<file path="src/rtl/gray_conv_arbiter.sv">
// gray_conv_arbiter
// Shares one binary-to-Gray converter between N_REQ requesters.
// Arbitration is round-robin, and each transaction returns one tagged result.
//
// Handshake contract:
//   - A requester raises req[k] and holds din[k] stable until it is granted.
//   - The operand is captured on the grant edge, and gnt[k] stays high for WAIT and DONE.
//   - ack[k] and dout_vld pulse together for one cycle, with dout and dout_id valid.
//   - The requester drops req[k] by the cycle after ack, because IDLE samples
//     req again in that cycle.
//   - Dropping req while WAIT is in progress does not cancel the transaction.
//   - Only one transaction is ever in flight, and busy is high outside IDLE.
module gray_conv_arbiter #(
  parameter int WIDTH    = 4,
  parameter int N_REQ    = 4,
  parameter int CONV_LAT = 1
) (
  input  logic                     clk,
  input  logic                     rst,
  input  logic [N_REQ-1:0]         req,
  input  logic [N_REQ*WIDTH-1:0]   din,
  output logic [N_REQ-1:0]         gnt,
  output logic [N_REQ-1:0]         ack,
  output logic [WIDTH-1:0]         dout,
  output logic [$clog2(N_REQ)-1:0] dout_id,
  output logic                     dout_vld,
  output logic                     busy
);

  localparam int ID_W  = $clog2(N_REQ);
  localparam int CNT_W = (CONV_LAT > 1) ? $clog2(CONV_LAT) : 1;

  typedef enum logic [1:0] {
    IDLE = 2'd0,
    WAIT = 2'd1,
    DONE = 2'd2
  } state_t;

  state_t            state, state_nxt;
  logic [ID_W-1:0]   ptr, ptr_nxt;
  logic [ID_W-1:0]   win, win_nxt;
  logic [ID_W-1:0]   pick;
  logic [WIDTH-1:0]  op, op_nxt;
  logic [CNT_W-1:0]  cnt, cnt_nxt;
  logic [N_REQ-1:0]  gnt_nxt, ack_nxt;
  logic [WIDTH-1:0]  dout_nxt;
  logic [ID_W-1:0]   dout_id_nxt;
  logic              vld_nxt;

  // First requester at or after p, wrapping modulo N_REQ.
  function automatic logic [ID_W-1:0] rr_pick(input logic [N_REQ-1:0] r,
                                              input logic [ID_W-1:0]  p);
    logic [ID_W-1:0] sel;
    logic [ID_W-1:0] k;
    logic            found;
    sel   = '0;
    found = 1'b0;
    for (int i = 0; i < N_REQ; i++) begin
      k = ID_W'((int'(p) + i) % N_REQ);
      if (!found && r[k]) begin
        sel   = k;
        found = 1'b1;
      end
    end
    return sel;
  endfunction

  assign pick = rr_pick(req, ptr);
  assign busy = (state != IDLE);

  // Next-state and next-output logic. Pulses default low, and everything else holds.
  always_comb begin
    state_nxt   = state;
    ptr_nxt     = ptr;
    win_nxt     = win;
    op_nxt      = op;
    cnt_nxt     = cnt;
    gnt_nxt     = gnt;
    ack_nxt     = '0;
    dout_nxt    = dout;
    dout_id_nxt = dout_id;
    vld_nxt     = 1'b0;
    case (state)
      IDLE: begin
        if (|req) begin
          op_nxt    = din[pick*WIDTH +: WIDTH];
          win_nxt   = pick;
          gnt_nxt   = N_REQ'(1) << pick;
          cnt_nxt   = CNT_W'(CONV_LAT - 1);
          state_nxt = WAIT;
        end
      end
      WAIT: begin
        if (cnt == '0) begin
          dout_nxt    = op ^ (op >> 1);
          dout_id_nxt = win;
          vld_nxt     = 1'b1;
          ack_nxt     = N_REQ'(1) << win;
          state_nxt   = DONE;
        end else begin
          cnt_nxt = cnt - CNT_W'(1);
        end
      end
      DONE: begin
        gnt_nxt   = '0;
        ptr_nxt   = (win == ID_W'(N_REQ - 1)) ? '0 : win + ID_W'(1);
        state_nxt = IDLE;
      end
      default: state_nxt = IDLE;
    endcase
  end

  // State and output registers. Reset drops any in-flight transaction.
  always_ff @(posedge clk) begin
    if (rst) begin
      state    <= IDLE;
      ptr      <= '0;
      win      <= '0;
      op       <= '0;
      cnt      <= '0;
      gnt      <= '0;
      ack      <= '0;
      dout     <= '0;
      dout_id  <= '0;
      dout_vld <= 1'b0;
    end else begin
      state    <= state_nxt;
      ptr      <= ptr_nxt;
      win      <= win_nxt;
      op       <= op_nxt;
      cnt      <= cnt_nxt;
      gnt      <= gnt_nxt;
      ack      <= ack_nxt;
      dout     <= dout_nxt;
      dout_id  <= dout_id_nxt;
      dout_vld <= vld_nxt;
    end
  end

endmodule

</file>
<file path="config.mk">
export PLATFORM = sky130hd
export DESIGN_NAME = gray_conv_arbiter
export DESIGN_NICKNAME = d
export VERILOG_FILES = /design/src/rtl/gray_conv_arbiter.sv
export SDC_FILE = /design/constraint.sdc
export NUM_CORES = 1
export LEC_CHECK = 0
export CORE_UTILIZATION = 50
export CTS_BUF_LIST = sky130_fd_sc_hd__clkbuf_2 sky130_fd_sc_hd__clkbuf_4 sky130_fd_sc_hd__clkbuf_8
export DETAILED_ROUTE_END_ITERATION = 8
export PLACE_DENSITY_LB_ADDON = 0.2
export REMOVE_ABC_BUFFERS = 1
export SYNTH_ARGS = -nofsm -noshare
export SYNTH_HDL_FRONTEND = slang
export SYNTH_SLANG_ARGS = --single-unit
</file>
<file path="constraint.sdc">
create_clock -name clk -period 2.55 [get_ports clk]
set_clock_uncertainty 0.05 [all_clocks]
set_input_delay 0.51 -clock clk [delete_from_list [all_inputs] [get_ports clk]]
set_output_delay 0.51 -clock clk [all_outputs]
set_load 0.01 [all_outputs]
</file>
==> results of run 1 <==
## cell type report
class	count	share of cell area (%)
Timing Repair Buffer	38	25.02
Sequential cell	25	33.14
Multi-Input combinational cell	84	37.12
Clock inverter	1	0.4971
Inverter	2	0.4971
Tap cell	27	2.237
Clock buffer	3	1.491
## per-stage QoR
stage / setup WS [ns] / util [%] / std cells
CTS: 0.5444 / 74.69 / 180
global placement: 0.2771 / 73.21 / 176
floorplan: 0.9430 / - / 111
global route: 0.3841 / 74.69 / 180
detailed placement: 0.2101 / 73.21 / 176
finish: 0.5283 / 74.69 / 180
## kinds of logic after synthesis
group / share of synthesized area, %
AOI/OAI and AO/OA: 15.99
and+or+nand+nor: 21.96
muxes: 9.009
buffers and inverters: 4.504
DFF: 45.05
xor gates and xnor gates: 2.365
adders and majority gates: 1.126
## registers in the layout (all words and copies together), names as in the netlist
name and flops:
gnt 4, state 2, ack 4, dout 4
win 2, dout_vld 1, dout_id 2, ptr 2
op 4
## worst max-delay path: stages
cell and delay (ns):
clkdlybuf4s50_1 0.50, nor4_1 0.36, or2_1 0.40, nor2_2 0.09
nand2b_1 0.16, o221ai_1 0.14
## power by group through the flow
stage / sequential [mW] / combinational, mW / clock (mW)
after CTS: 0.443 / 0.194 / 0.183
final: 0.443 / 0.194 / 0.179
after global placement: 0.451 / 0.187 / 0
after global routing: 0.447 / 0.212 / 0.204
after detailed placement: 0.452 / 0.193 / 0
after floorplan: 0.454 / 0.0954 / 0
## metal layers
metal / track usage (%) / part of all wire (%) / vias up
li1: - / - / 488
met1: 27.15 / 44 / 446
met2: 35.62 / 51 / 31
met3: 4.050 / 4.3 / 4
met4: 5.882 / 0.70 / 0
met5: 0 / 0 / -
## Yosys cell counts (all sizes together) (2+ instances only)
cell type  number  area [um2]
a211oi          3       22.52
nand3b          6       45.04
dfxtp          25       500.5
inv             2       7.510
nand2          12       47.55
or2             2       12.51
nand2b          4       25.02
buf             3       27.52
nand3           5       25.02
nor4            2       12.51
o221ai          4       35.03
xnor2           3       26.28
nor2           11       43.80
a21oi          13       76.33
clkbuf          4       15.01
mux2i          10       100.1
## placed cells by master (no fill, tap or decap), types with 2 or more instances in the layout
cell / n
nor2_1: 10
or2_1: 2
a21oi_1: 10
nand3b_1: 6
mux2i_1: 10
o221ai_1: 4
xnor2_1: 3
clkdlybuf4s50_1: 37
nor4_1: 2
nand2b_1: 4
dfxtp_1: 25
nand2_1: 11
a211oi_1: 3
nand3_1: 5
a21oi_2: 3
clkbuf_4: 3
inv_1: 2
## how the worst max path moves through the flow
stage,from,endpoint,slack [ns],cells past startpoint
finish,req[0],op[0],0.53,6
global placement,req[0],op[2],0.28,6
floorplan,req[0],op[2],0.94,5
CTS,req[0],op[0],0.54,6
detailed placement,req[0],op[0],0.21,6
global route,req[0],op[0],0.38,6
==> summary.txt, run 1 <==
Critical path
  – CP Max Fanout: 12
  – Critical Path End Type: flip-flop
  – Setup Crit Path Kind: in2reg
  – Register-to-register setup slack: 0.73 ns
  – Critical R2R Launch: ptr[1]
  – CP startpoint kind: input pin
  – CP arrival: 2.17 ns
  – RR Endpoint: op[0]
  – Worst R2R Path Depth: 5
  – Required time worst endpoint: 2.70 ns

Min path
  – Hold WC Path Type: reg2reg
  – Hold Path Sink: dout_id[1]
  – Min-delay src: dout_id[1]
  – Hold Path Stages: 2

Timing
  – Final hold slack: 0.4185 ns
  – Setup TNS: 0 ns
  – Final worst path period need: 2.022 ns
  – Slew Limit Fails: 0
  – RSZ-0062 raised after global routing: no
  – Final Setup Violations: 0
  – Final Hold Fails: 0
  – Rel. slew slack: 62.28%
  – Final worst-path cycle share: 79.28%
  – Highest clock rate: 494.6 MHz
  – Worst Tran Pin Value: 0.5646 ns

Power and ir drop
  – Switching power: 0.2320 mW
  – Clock power share: 22.0%
  – Int Power: 0.5842 mW
  – Power, Total: 0.8162 mW
  – Comb power frac: 23.7%
  – Power Density: 540.5 mW/mm2
  – Max IR drop VDD: 0.3766 mV
  – Register share of total power: 54.3%
  – Lkg Pwr: 0.5325 nW
  – Sw Ratio: 28.42%

Layout
  – Nets: 177
  – FILL cells: 151
  – Ant. Diodes: 0
  – Multi-input logic area: 560.5 um2
  – Layout cell share with drive strength beyond 1: 8.497%
  – Layout area overhead: 35.92%
  – Register Area: 500.5 um2
  – Fin area: 0.001510 mm2

Routing
  – Vias: 969
  – Vias per cell: 5.383
  – Final WL: 2.299 mm
  – Antenna Nets Post-Route: 0
  – TritonRoute pass-1 iters: 4
  – # DRC: 0
  – Wire per inst: 12.77 um
  – DRT iter0 DRCs: 22

Synthesis
  – Synth Register Bits: 25
  – Post-synthesis cell area: 0.001111 mm2
  – Async SR Flop Fraction: 0%
  – Number of synthesized flops with an enable pin: 0
  – Seq/Total Area, Yosys: 45.05%
  – Syn_area_per_cell: 9.416 um2
  – Netlist cell types: 29
  – YS warnings: 0
  – Post-synth top flop: dfxtp_1
  – Mapped Cells: 118

Placement
  – Detail Placement HPWL: 1.772 mm
  – Placer congestion estimate: 0.8479
  – Port buffer count: 37
  – Placed cell areas: 0.001480 mm2

Clock network
  – H-tree depth: 1
  – CTS Hold Bufs: 0
  – CTS Buffer Depth: 2
  – PostCTS Resize Cnt: 0
  – CTS tree: done
  – Clk Latency, worst-skew pair: 0.31 ns
  – Post-CTS setup buffers: 0
  – Num CTS Buffers: 3
  – Clock transition at the registers of the reported paths: 0.14 ns
  – CTS Root Cell: clkbuf_4
  – Sink Count: 25

Run status
  – Status: completed

Floorplan
  – Chip height: 49.14 um
  – Num rows: 16
  – I/O pin total: 38
  – Core ar.: 0.002022 mm2
  – Starting Density: 54.95%
  – Die Area: 0.002415 mm2
  – Die W: 49.14 um

Global routing
  – Largest net degree at the start of global routing: 16
  – Vias in the first global route: 921
  – First-pass GRT wire length: 3.953 mm
  – Tot GR Track Use: 21.09%
  – Remaining Overflow, GRT: 0
  – Initial antenna violation count: 0

Run
  – Max Cap Viol: 0
(Power assumes the default switching activity.)
==> run 2: changes to the inputs <==
CORE_UTILIZATION = 46   (was 50)
clock period = 2 ns   (was 2.55 ns; I/O delays follow)
==> run 2 against run 1 <==
Compared with the run above:
- die area up 8.3%
- cell area up 3.4%
- worst hold slack worse by 0.0013 ns
- non-clock buffer count up 7
- largest power group unchanged
==> summary.txt, run 2 (same netlist as run 1, synthesis figures left out) <==
Run status
  – Status: completed

Timing
  – Worst Tran Pin Value: 0.5901 ns (+0.02554 ns)
  – Final Setup Violations: 0 (unchanged)
  – Final worst path period need: 1.883 ns
  – RSZ-0062 raised after global routing: no
  – Rel. slew slack: 60.58% (-1.7 points)
  – Slew Limit Fails: 0 (unchanged)
  – Highest clock rate: 531.0 MHz
  – Final worst-path cycle share: 94.17%
  – Final Hold Fails: 0 (unchanged)

Power and ir drop
  – Register share of total power: 53.2% (-1.1 points)
  – Clock power share: 21.9% (about the same)
  – Sw Ratio: 28.51% (+0.087 points)
  – Comb power frac: 25.0% (+1.3 points)
  – Switching power: 0.3028 mW (+31%)
  – Power Density: 680.3 mW/mm2 (+26%)
  – Power, Total: 1.062 mW (+30%)
  – Lkg Pwr: 0.5704 nW (+7.1%)
  – Max IR drop VDD: 0.4573 mV (+21%)
  – Int Power: 0.7595 mW (+30%)

Clock network
  – Clock transition at the registers of the reported paths: 0.14 ns (about the same)
  – Clk Latency, worst-skew pair: 0.32 ns (about the same)
  – CTS Hold Bufs: 0 (unchanged)
  – H-tree depth: 1 (unchanged)
  – PostCTS Resize Cnt: 0 (unchanged)
  – CTS Root Cell: clkbuf_4
  – Post-CTS setup buffers: 0 (unchanged)
  – Sink Count: 25 (unchanged)
  – Num CTS Buffers: 3 (unchanged)
  – CTS Buffer Depth: 2 (unchanged)
  – CTS tree: done

Critical path
  – Critical Path End Type: output port
  – Critical path cell sequence: or2_1, clkdlybuf4s50_1
  – Worst R2R Path Depth: 5 (unchanged)
  – Required time worst endpoint: 1.55 ns (-1.15 ns)
  – Register-to-register setup slack: 0.27 ns (-0.46 ns)
  – CP arrival: 1.43 ns (-0.74 ns)
  – RR Endpoint: op[2]
  – Critical R2R Launch: ptr[1]
  – Crit-path max cell delay: 0.49 ns (about the same)
  – Sum of buffers and inverters on the critical path: 1 (unchanged)
  – Setup Crit Path Kind: reg2out
  – Critical path's slowest cell: clkdlybuf4s50_1
  – CP startpoint kind: flip-flop
  – CP Max Fanout: 4 (-8)
  – Top delay family on crit path: buffers and inverters

Global routing
  – First-pass GRT wire length: 4.043 mm (+2.3%)
  – Tot GR Track Use: 21.33% (+0.24 points)
  – Largest net degree at the start of global routing: 15 (-1)
  – Initial antenna violation count: 0 (unchanged)
  – Remaining Overflow, GRT: 0 (unchanged)
  – Vias in the first global route: 922 (+0.11%)

Routing
  – TritonRoute pass-1 iters: 4 (unchanged)
  – Vias per cell: 5.298 (-1.6%)
  – Vias: 996 (+2.8%)
  – Wire per inst: 12.96 um (+1.5%)
  – DRT iter0 DRCs: 12 (-45%)
  – Antenna Nets Post-Route: 0 (unchanged)
  – Final WL: 2.436 mm (+6.0%)
  – # DRC: 0 (unchanged)

Layout
  – Nets: 184 (+4.0%)
  – Most frequent cells in the layout: clkdlybuf4s50_1 (37), dfxtp_1 (25), nand2_1 (11)
  – Layout cell share with drive strength beyond 1: 12.50% (+4.0 points)
  – Fin area: 0.001562 mm2 (+3.4%)
  – Ant. Diodes: 0 (unchanged)
  – Layout area overhead: 40.54%
  – Most common cell after layout, fill and taps aside: clkdlybuf4s50_1

Min path
  – Hold Path Sink: dout[3]
  – Hold WC Path Type: reg2reg
  – Min-delay src: dout[3]
  – Hold Path Stages: 2 (unchanged)

Floorplan
  – Die W: 51.15 um (+4.1%)
  – Num rows: 17 (+1)
  – Core ar.: 0.002255 mm2 (+12%)
  – Die Area: 0.002616 mm2 (+8.3%)
  – I/O pin total: 38 (unchanged)
  – Chip height: 51.15 um (+4.1%)
  – Starting Density: 49.28% (-5.7 points)

Run
  – Max Cap Viol: 0 (unchanged)

Placement
  – Detail Placement HPWL: 1.857 mm (+4.8%)
  – Placed cell areas: 0.001534 mm2 (+3.6%)
  – Port buffer count: 37 (unchanged)
  – Placer congestion estimate: 0.8380 (-1.2%)
run 2: cell count changes in the layout (fill, tap and decap cells not counted), sizes merged:
cell      previous run  this run
clkinvlp             1         0
buf                  1         8
clkinv               0         1
run 2: metal layers:
metal  global-route usage [%]  vias up  part of all wire (%)
met5                        0        -                     0
met2                    36.18       26                    48
li1                         -      502                     -
met4                    8.333        0                   1.6
met1                    26.65      464                    47
met3                    3.571        4                   3.0
run 2: final cells by class:
type                       instances  area [um2]
clock buffer                       3       22.52
clock inverter                     1       5.005
fill                             200       693.2
inverter                           2       7.507
multi-input combinational         84       560.5
sequential                        25       500.5
tap                               28       35.03
timing repair buffer              45       430.4
run 2: tightest hold or removal path, stage by stage, from the launching register on:
cell and delay, ns:
dfxtp_1 0.34, nand2_1 0.05, a21oi_1 0.05
run 2: worst max-delay path by stage:
stage,start,end,slack [ns],cells past startpoint
final,state[1],busy,0.12,2
after global routing,state[1],busy,0.07,2
after CTS,state[1],busy,0.12,2
after detailed placement,req[0],op[1],-0.09,6
after global placement,req[0],op[2],-0.04,6
after floorplan,state[1],gnt[0],0.44,4
run 2: power by group through the flow:
stage	Sequential [mW]	Clock (mW)	Combinational, mW
2_1_floorplan	0.579	0	0.122
3_5_place_dp	0.576	0	0.265
6_report	0.565	0.232	0.265
4_1_cts	0.565	0.232	0.266
5_1_grt	0.570	0.252	0.290
3_3_place_gp	0.574	0	0.259
run 2: through the flow:
| stage | TNS (ns) | cells | setup WS, ns | hold slack (ns) | util (%) |
|---|---|---|---|---|---|
| floorplan | 0 | 111 | 0.4368 | 0.4013 | - |
| global placement | -0.1486 | 184 | -0.03748 | 0.3951 | 68.04 |
| detailed placement | -0.4239 | 184 | -0.08602 | 0.4005 | 68.04 |
| CTS | 0 | 188 | 0.1171 | 0.4198 | 69.26 |
| global route | 0 | 188 | 0.06971 | 0.4388 | 69.26 |
| finish | 0 | 188 | 0.1167 | 0.4171 | 69.26 |
